===== src/rtl/ppu_vram_ctl.sv =====
// CPU-side $2006/$2007 VRAM access controller and CHR/VRAM port arbiter for the Dendy PPU.
// Optional internal palette RAM is enabled by defining PPU_VRAM_PALETTE_EN.
module ppu_vram_ctl #(
    parameter int unsigned INC_SMALL = 1,
    parameter int unsigned INC_LARGE = 32
) (
    input  logic        clock25,
    input  logic        reset_n,
    input  logic [2:0]  cpu_a,
    input  logic [7:0]  cpu_d,
    input  logic        cpu_rd,
    input  logic        cpu_wr,
    output logic [7:0]  cpu_q,
    output logic        cpu_busy,
    input  logic        inc32,
    input  logic        ppu_req,
    input  logic [13:0] ppu_a,
    output logic [7:0]  ppu_q,
    output logic [13:0] mem_a,
    output logic [7:0]  mem_d,
    output logic        mem_we,
    input  logic [7:0]  mem_q
`ifdef PPU_VRAM_PALETTE_EN
    ,
    input  logic [4:0]  pal_a,
    output logic [5:0]  pal_q
`endif
);

    typedef enum logic [1:0] {
        StIdle,
        StPend,
        StRcap
    } state_e;

    state_e      state_q, state_d;
    logic [13:0] vaddr_q;
    logic        wlatch_q;
    logic [7:0]  rdbuf_q;
    logic [13:0] op_a_q;
    logic [7:0]  op_d_q;
    logic        op_wr_q;
    logic [7:0]  cpu_q_q;

    logic [13:0] vaddr_inc;
    logic        wr_2006;
    logic        rd_2002;
    logic        acc_2007;
    logic        wr_2007;
    logic        rd_2007;
    logic        pal_hit;
    logic        pal_we;
    logic        start_mem;
    logic        issue;
    logic [7:0]  rd7_data;
    logic [13:0] rd_op_a;

    // A simultaneous write strobe masks the read strobe.
    assign wr_2006  = cpu_wr && (cpu_a == 3'd6);
    assign rd_2002  = cpu_rd && !cpu_wr && (cpu_a == 3'd2);
    assign acc_2007 = (cpu_wr || cpu_rd) && (cpu_a == 3'd7) && (state_q == StIdle);
    assign wr_2007  = acc_2007 && cpu_wr;
    assign rd_2007  = acc_2007 && !cpu_wr;

    assign vaddr_inc = inc32 ? 14'(INC_LARGE) : 14'(INC_SMALL);

`ifdef PPU_VRAM_PALETTE_EN
    logic [5:0] pal_ram [32];

    // $3F10/$3F14/$3F18/$3F1C share storage with $3F00/$3F04/$3F08/$3F0C.
    function automatic logic [4:0] pal_mirror(input logic [4:0] idx);
        return (idx[4] && (idx[1:0] == 2'b00)) ? {1'b0, idx[3:0]} : idx;
    endfunction

    assign pal_hit  = (vaddr_q[13:8] == 6'h3F);
    assign pal_we   = wr_2007 && pal_hit;
    assign rd7_data = pal_hit ? {2'b00, pal_ram[pal_mirror(vaddr_q[4:0])]} : rdbuf_q;
    // Palette reads still refill the buffer from the nametable underneath.
    assign rd_op_a  = pal_hit ? (vaddr_q - 14'h1000) : vaddr_q;
    assign pal_q    = pal_ram[pal_mirror(pal_a)];

    always_ff @(posedge clock25 or negedge reset_n) begin
        if (!reset_n) begin
            for (int i = 0; i < 32; i++) begin
                pal_ram[i] <= '0;
            end
        end else if (pal_we) begin
            pal_ram[pal_mirror(vaddr_q[4:0])] <= cpu_d[5:0];
        end
    end
`else
    assign pal_hit  = 1'b0;
    assign pal_we   = 1'b0;
    assign rd7_data = rdbuf_q;
    assign rd_op_a  = vaddr_q;
`endif

    assign start_mem = rd_2007 || (wr_2007 && !pal_hit);

    always_comb begin
        state_d = state_q;
        issue   = 1'b0;
        case (state_q)
            StIdle: begin
                if (start_mem) begin
                    state_d = StPend;
                end
            end
            StPend: begin
                if (!ppu_req) begin
                    issue   = 1'b1;
                    state_d = op_wr_q ? StIdle : StRcap;
                end
            end
            StRcap:  state_d = StIdle;
            default: state_d = StIdle;
        endcase
    end

    assign mem_a    = issue ? op_a_q : ppu_a;
    assign mem_d    = op_d_q;
    assign mem_we   = issue && op_wr_q;
    assign ppu_q    = mem_q;
    assign cpu_busy = (state_q != StIdle);
    assign cpu_q    = cpu_q_q;

    always_ff @(posedge clock25 or negedge reset_n) begin
        if (!reset_n) begin
            state_q <= StIdle;
        end else begin
            state_q <= state_d;
        end
    end

    always_ff @(posedge clock25 or negedge reset_n) begin
        if (!reset_n) begin
            vaddr_q  <= '0;
            wlatch_q <= 1'b0;
            rdbuf_q  <= '0;
            op_a_q   <= '0;
            op_d_q   <= '0;
            op_wr_q  <= 1'b0;
            cpu_q_q  <= '0;
        end else begin
            if (wr_2006) begin
                if (!wlatch_q) begin
                    vaddr_q[13:8] <= cpu_d[5:0];
                    wlatch_q      <= 1'b1;
                end else begin
                    vaddr_q[7:0] <= cpu_d;
                    wlatch_q     <= 1'b0;
                end
            end else if (rd_2002) begin
                wlatch_q <= 1'b0;
            end

            if (acc_2007) begin
                vaddr_q <= vaddr_q + vaddr_inc;
            end

            if (wr_2007 && !pal_hit) begin
                op_a_q  <= vaddr_q;
                op_d_q  <= cpu_d;
                op_wr_q <= 1'b1;
            end else if (rd_2007) begin
                op_a_q  <= rd_op_a;
                op_wr_q <= 1'b0;
            end

            if (cpu_rd && !cpu_wr) begin
                cpu_q_q <= (cpu_a == 3'd7) ? rd7_data : 8'h00;
            end

            if (state_q == StRcap) begin
                rdbuf_q <= mem_q;
            end
        end
    end

endmodule


===== config.mk =====
export PLATFORM = sky130hd
export DESIGN_NAME = ppu_vram_ctl
export DESIGN_NICKNAME = d
export VERILOG_FILES = /design/src/rtl/ppu_vram_ctl.sv
export SDC_FILE = /design/constraint.sdc
export NUM_CORES = 1
export LEC_CHECK = 0
export ABC_AREA = 1
export ABC_CLOCK_PERIOD_IN_PS = 2100
export CAP_MARGIN = 20
export CELL_PAD_IN_SITES_DETAIL_PLACEMENT = 1
export CELL_PAD_IN_SITES_GLOBAL_PLACEMENT = 2
export CORE_ASPECT_RATIO = 0.5
export CORE_MARGIN = 1.5
export CORE_UTILIZATION = 30
export CTS_CLUSTER_DIAMETER = 40
export DETAILED_ROUTE_END_ITERATION = 6
export GPL_ROUTABILITY_DRIVEN = 0
export PLACE_DENSITY = 0.91
export SYNTH_ARGS = -nofsm -noshare
export SYNTH_HDL_FRONTEND = slang
export SYNTH_SLANG_ARGS = --single-unit

===== constraint.sdc =====
create_clock -name clock25 -period 2.1 [get_ports clock25]
set_input_delay 0.315 -clock clock25 [delete_from_list [all_inputs] [get_ports clock25]]
set_output_delay 0.315 -clock clock25 [all_outputs]
set_load 0.05 [all_outputs]

Yosys cells after proc, flatten, opt, wreduce, memory -nomap -nowiden
Cells that the tools add are included.
- output and inout port bits: 40
- flip-flop bits (word level): 56
- input port bits: 39
- logic and storage cells: 58
- add/subtract/negate cells: 1
- equality and inequality tests: 8
- reduce and logical (&&, ||, !) cells: 20
- muxes and demuxes: 20
- operators by type and width (operator ; number):
    2-to-1 mux 14 bit ; 5
    2-to-1 mux 8 bit ; 2
    adder 14 x 6 -> 14 bit ; 1
    2-to-1 mux 6 bit ; 2
    nonzero test 2 bit ; 5
    logical AND 1 bit ; 8
    2-to-1 mux 1 bit ; 7
    == test 3 bit (second input constant) ; 2
    2-to-1 mux 2 bit ; 3
    AND reduction 2 bit ; 3
    != test 2 bit (second input constant) ; 2
    case mux 2 bit (2 select lines) ; 1
    == test 3 x 2 -> 1 bit (second input constant) ; 1
    == test 2 x 1 -> 1 bit (second input constant) ; 1
    == test 2 bit (second input constant) ; 1
    zero test 2 bit ; 1
    logical OR 1 bit ; 2
    != test 2 x 1 -> 1 bit (second input constant) ; 1
    zero test 1 bit ; 1

Logic depth before layout (Yosys ltp)
- depth in word-level cells: 7
- gate-level depth with buffers: 11
- depth with buffers taken out: 11

Least setup slack after synthesis
Ideal clock, no wire load.
- kind: register -> output
- from: register state_q[1]
- to: output mem_a[10]
- path slack: -0.077 ns
- arrival time: 1.862 ns
- stages on the path, launching flop included: 5
- data required time: 1.785 ns
- buffers on the path: 1
- cells stage by stage: dfrtp_1 -> inv_1 -> nand3b_1 -> clkbuf_1 -> o21ai_0
- cells in the longest elaborated chain, start to end: 3
- ends and longest elaborated chain (item ; RTL line ; source):
    start: declaration ; 36 ; state_e state_q, state_d;
    start signal: assignment ; 129 ; state_q <= StIdle;
    start signal: assignment ; 131 ; state_q <= state_d;
    == test 2 x 1 -> 1 bit ; 103 ; case (state_q)
    2-to-1 mux 1 bit ; 103 ;
    2-to-1 mux 14 bit ; 120 ; assign mem_a = issue ? op_a_q : ppu_a;
    end: declaration ; 19 ; output logic [13:0] mem_a,
No other way between the ends.

Worst setup path in the final report
- from: input ppu_req
- to: output mem_a[3]
- cells in the longest elaborated chain, start to end: 3
- ends and longest elaborated chain (item ; RTL line ; source):
    start: declaration ; 16 ; input logic ppu_req,
    2-to-1 mux 1 bit ; 110 ; if (!ppu_req) begin
    2-to-1 mux 1 bit ; 103 ;
    2-to-1 mux 14 bit ; 120 ;
No other way between the ends.

==> impl_metrics.ini <==
[outcome]
status = completed

[final_layout]
fillers = 1149
insertedDiodeCount = 0
synthToLayoutAreaGrowth_pct = 40.13
layout-drive-gt1-share = 0.1816
nNetsFinal = 477

[synthesis]
synth_top_family_by_area = simple AND/OR/NAND/NOR gates
yosysTopAreaCell = dfrtp_1
synth_top_area_share = 0.4686
synth_area_leaders = dfrtp_1 (47%), nand2_1 (11%), nand3_1 (7.4%), mux2_2 (6.0%), inv_1 (4.9%)
ys_types = 31
synthAdderAreaFrac = 0.01255
synth_cells = 357
ys.flop_type = dfrtp_1
seq_area_frac_synth = 0.4686
syn_nets = 399
synthXorXnorAreaFrac = 0.008787
mappedNetlistArea_um2 = 2990
async_reset_ff_frac = 1.000
syn_area_per_cell_um2 = 8.376
yosysWarningCount = 0
ys_ff_latch = 56
synthMuxAreaShare = 0.06025
synth_compound_area_frac = 0.09833
yosysMostFrequentCell = nand2_1
synth-simple-area-share = 0.2490
synth_common_cells = nand2_1 (85), dfrtp_1 (56), nand3_1 (44)
synth_edf_count = 0

[timing]
slew_headroom = 0.6095
drv_slew = 0
max_slew.worst_pin.slew_ns = 0.5857
skew_ns = 0.006116
whs_ns = 0.006478
period_share = 0.9371
rsz0062_at_grt = false
hold_viol_final = 0
period_needed_ns = 1.968
max_clock_freq_ghz = 0.5081
finalSetupViolCount = 0

[place]
io_buffers = 78
place_hpwl_um = 6440

[die]
num_rows = 25
start_util = 0.3124
die_h_um = 73.60
ios = 79
fp.coreArea_um2 = 9572
die_x_um = 144.2
die-area_um2 = 10610

[critical_path]
critical_path.max_fanout = 22
critPathRequiredTime_ns = 1.78
worst-r2r-cell-count = 7
r2r_end = rd_op_a[8]$_DFFE_PN0P_
critPathLaunchType = input port
crit_arrival_ns = 1.65
endpoint_kind = primary output
critPathKind = input port to primary output
reg2reg_from = rd_op_a[0]$_DFFE_PN0P_
r2r_slack_ns = 0.43

[clocking]
root_buffer = clkbuf_16
clkTransAtPathRegs_ns = 0.07
clock_latency_ns = 0.30
hold_buffers = 0
cts_resized = 0
cts_setup_buffers = 0
cts_made_buffers = 5
cts_tree = built
clk_path_buf_depth = 2
clock_sinks = 56
htree_levels = 2

[route]
vias_per_cell = 4.693
drcViolationCount = 0
dr.pass1.iters = 4
drt_iter0_drc = 91
wl_um = 8187
vias = 2675
drtAntennaViolNets = 0
wl_per_cell_um = 14.36

[global_routing]
grt_usage = 0.1721
antenna_found_initial = 0
overflow = 0
grt_first_pass_wirelength_um = 13960
grt_max_degree = 34
grt_pass1_vias = 2822

[power_and_ir_drop]
vdd_ir_drop_max_mv = 0.3570
cellPowerDensity_nw_per_um2 = 915.4
p_leak_nw = 2.020
p_total_mw = 3.836

[flow_run]
drv_cap = 0

[min_path]
hp-class = input port to async pin
-- sequential cells by signal, summed over array words and instances, names as in the netlist --
name      flops
op_a_q       14
rd_op_a      14
cpu_q         8
mem_d         8
rd7_data      8
state_q       2
op_wr_q       1
wlatch_q      1
-- cells in the final DEF (no fill, tap or decap), drive strengths merged, types with 2 or more instances in the layout --
cell	count
nor3	2
inv	42
ha	3
buf	37
clkbuf	6
mux2	16
clkinv	2
dfrtp	56
o221ai	2
xor2	3
nor2	26
clkdlybuf4s50	54
o211ai	5
nand3	45
nand2	88
o21ai	37
a21oi	7
-- kinds of logic after synthesis --
logic type,after synthesis
simple gates,164
buf+inv,63
flops,56
compound gates,52
mux,16
xor+xnor,3
fa+ha+maj,3
-- routing by layer --
layer  up-vias  track usage  wire, µm  part of all wire
li1       1306            -         -                 -
met1      1312       0.2244      3772              0.46
met2        49       0.2913      3964              0.48
met3         8      0.04107       364             0.044
met4         0      0.04265        85             0.010
met5         -            0         0                 0
-- where the power goes --
group / leakage (nW) / internal (mW) / switching (mW)
combinational: 1.26 / 0.551 / 0.786
clock: 0.0729 / 0.472 / 0.399
sequential: 0.691 / 1.40 / 0.225
total: 2.02 / 2.43 / 1.41
-- worst max path at each step --
stage / start / end / slack (ns) / cells after the start
after CTS: ppu_req / mem_a[3] / 0.12 / 5
after global routing: ppu_req / mem_a[13] / 0.07 / 5
after floorplan: state_q[1]$_DFFE_PN0P_ / mem_a[10] / -0.08 / 4
final: ppu_req / mem_a[3] / 0.13 / 5
after global placement: inc32 / rd_op_a[10]$_DFFE_PN0P_ / 0.05 / 11
after detailed placement: inc32 / rd_op_a[10]$_DFFE_PN0P_ / -0.008 / 11
-- critical path, stage by stage --
cell and delay (ns):
clkdlybuf4s50_1 0.48, nand3b_1 0.16, buf_12 0.17, mux2_2 0.37, buf_12 0.15
-- stage by stage --
stage / TNS (ns) / setup WS, ns / instance area (µm²) / utilization / instances
floorplan: -0.4599 / -0.07666 / 2990 / - / 357
global placement: 0 / 0.05404 / 4043 / 0.4224 / 563
detailed placement: -0.01402 / -0.007958 / 4043 / 0.4224 / 563
CTS: 0 / 0.1197 / 4190 / 0.4378 / 570
global route: 0 / 0.06616 / 4190 / 0.4378 / 570
finish: 0 / 0.1321 / 4190 / 0.4378 / 570
-- cell type report --
| type | count | area [µm²] | share of cell area |
|---|---|---|---|
| tap | 135 | 168.9 | 0.04031 |
| multi-input combinational | 238 | 1282 | 0.3061 |
| clock buffer | 6 | 138.9 | 0.03314 |
| inverter | 43 | 161.4 | 0.03852 |
| timing repair buffer | 91 | 1028 | 0.2454 |
| sequential | 56 | 1401 | 0.3344 |
| clock inverter | 1 | 8.758 | 0.002090 |
Power figures use the tool's default switching activity.
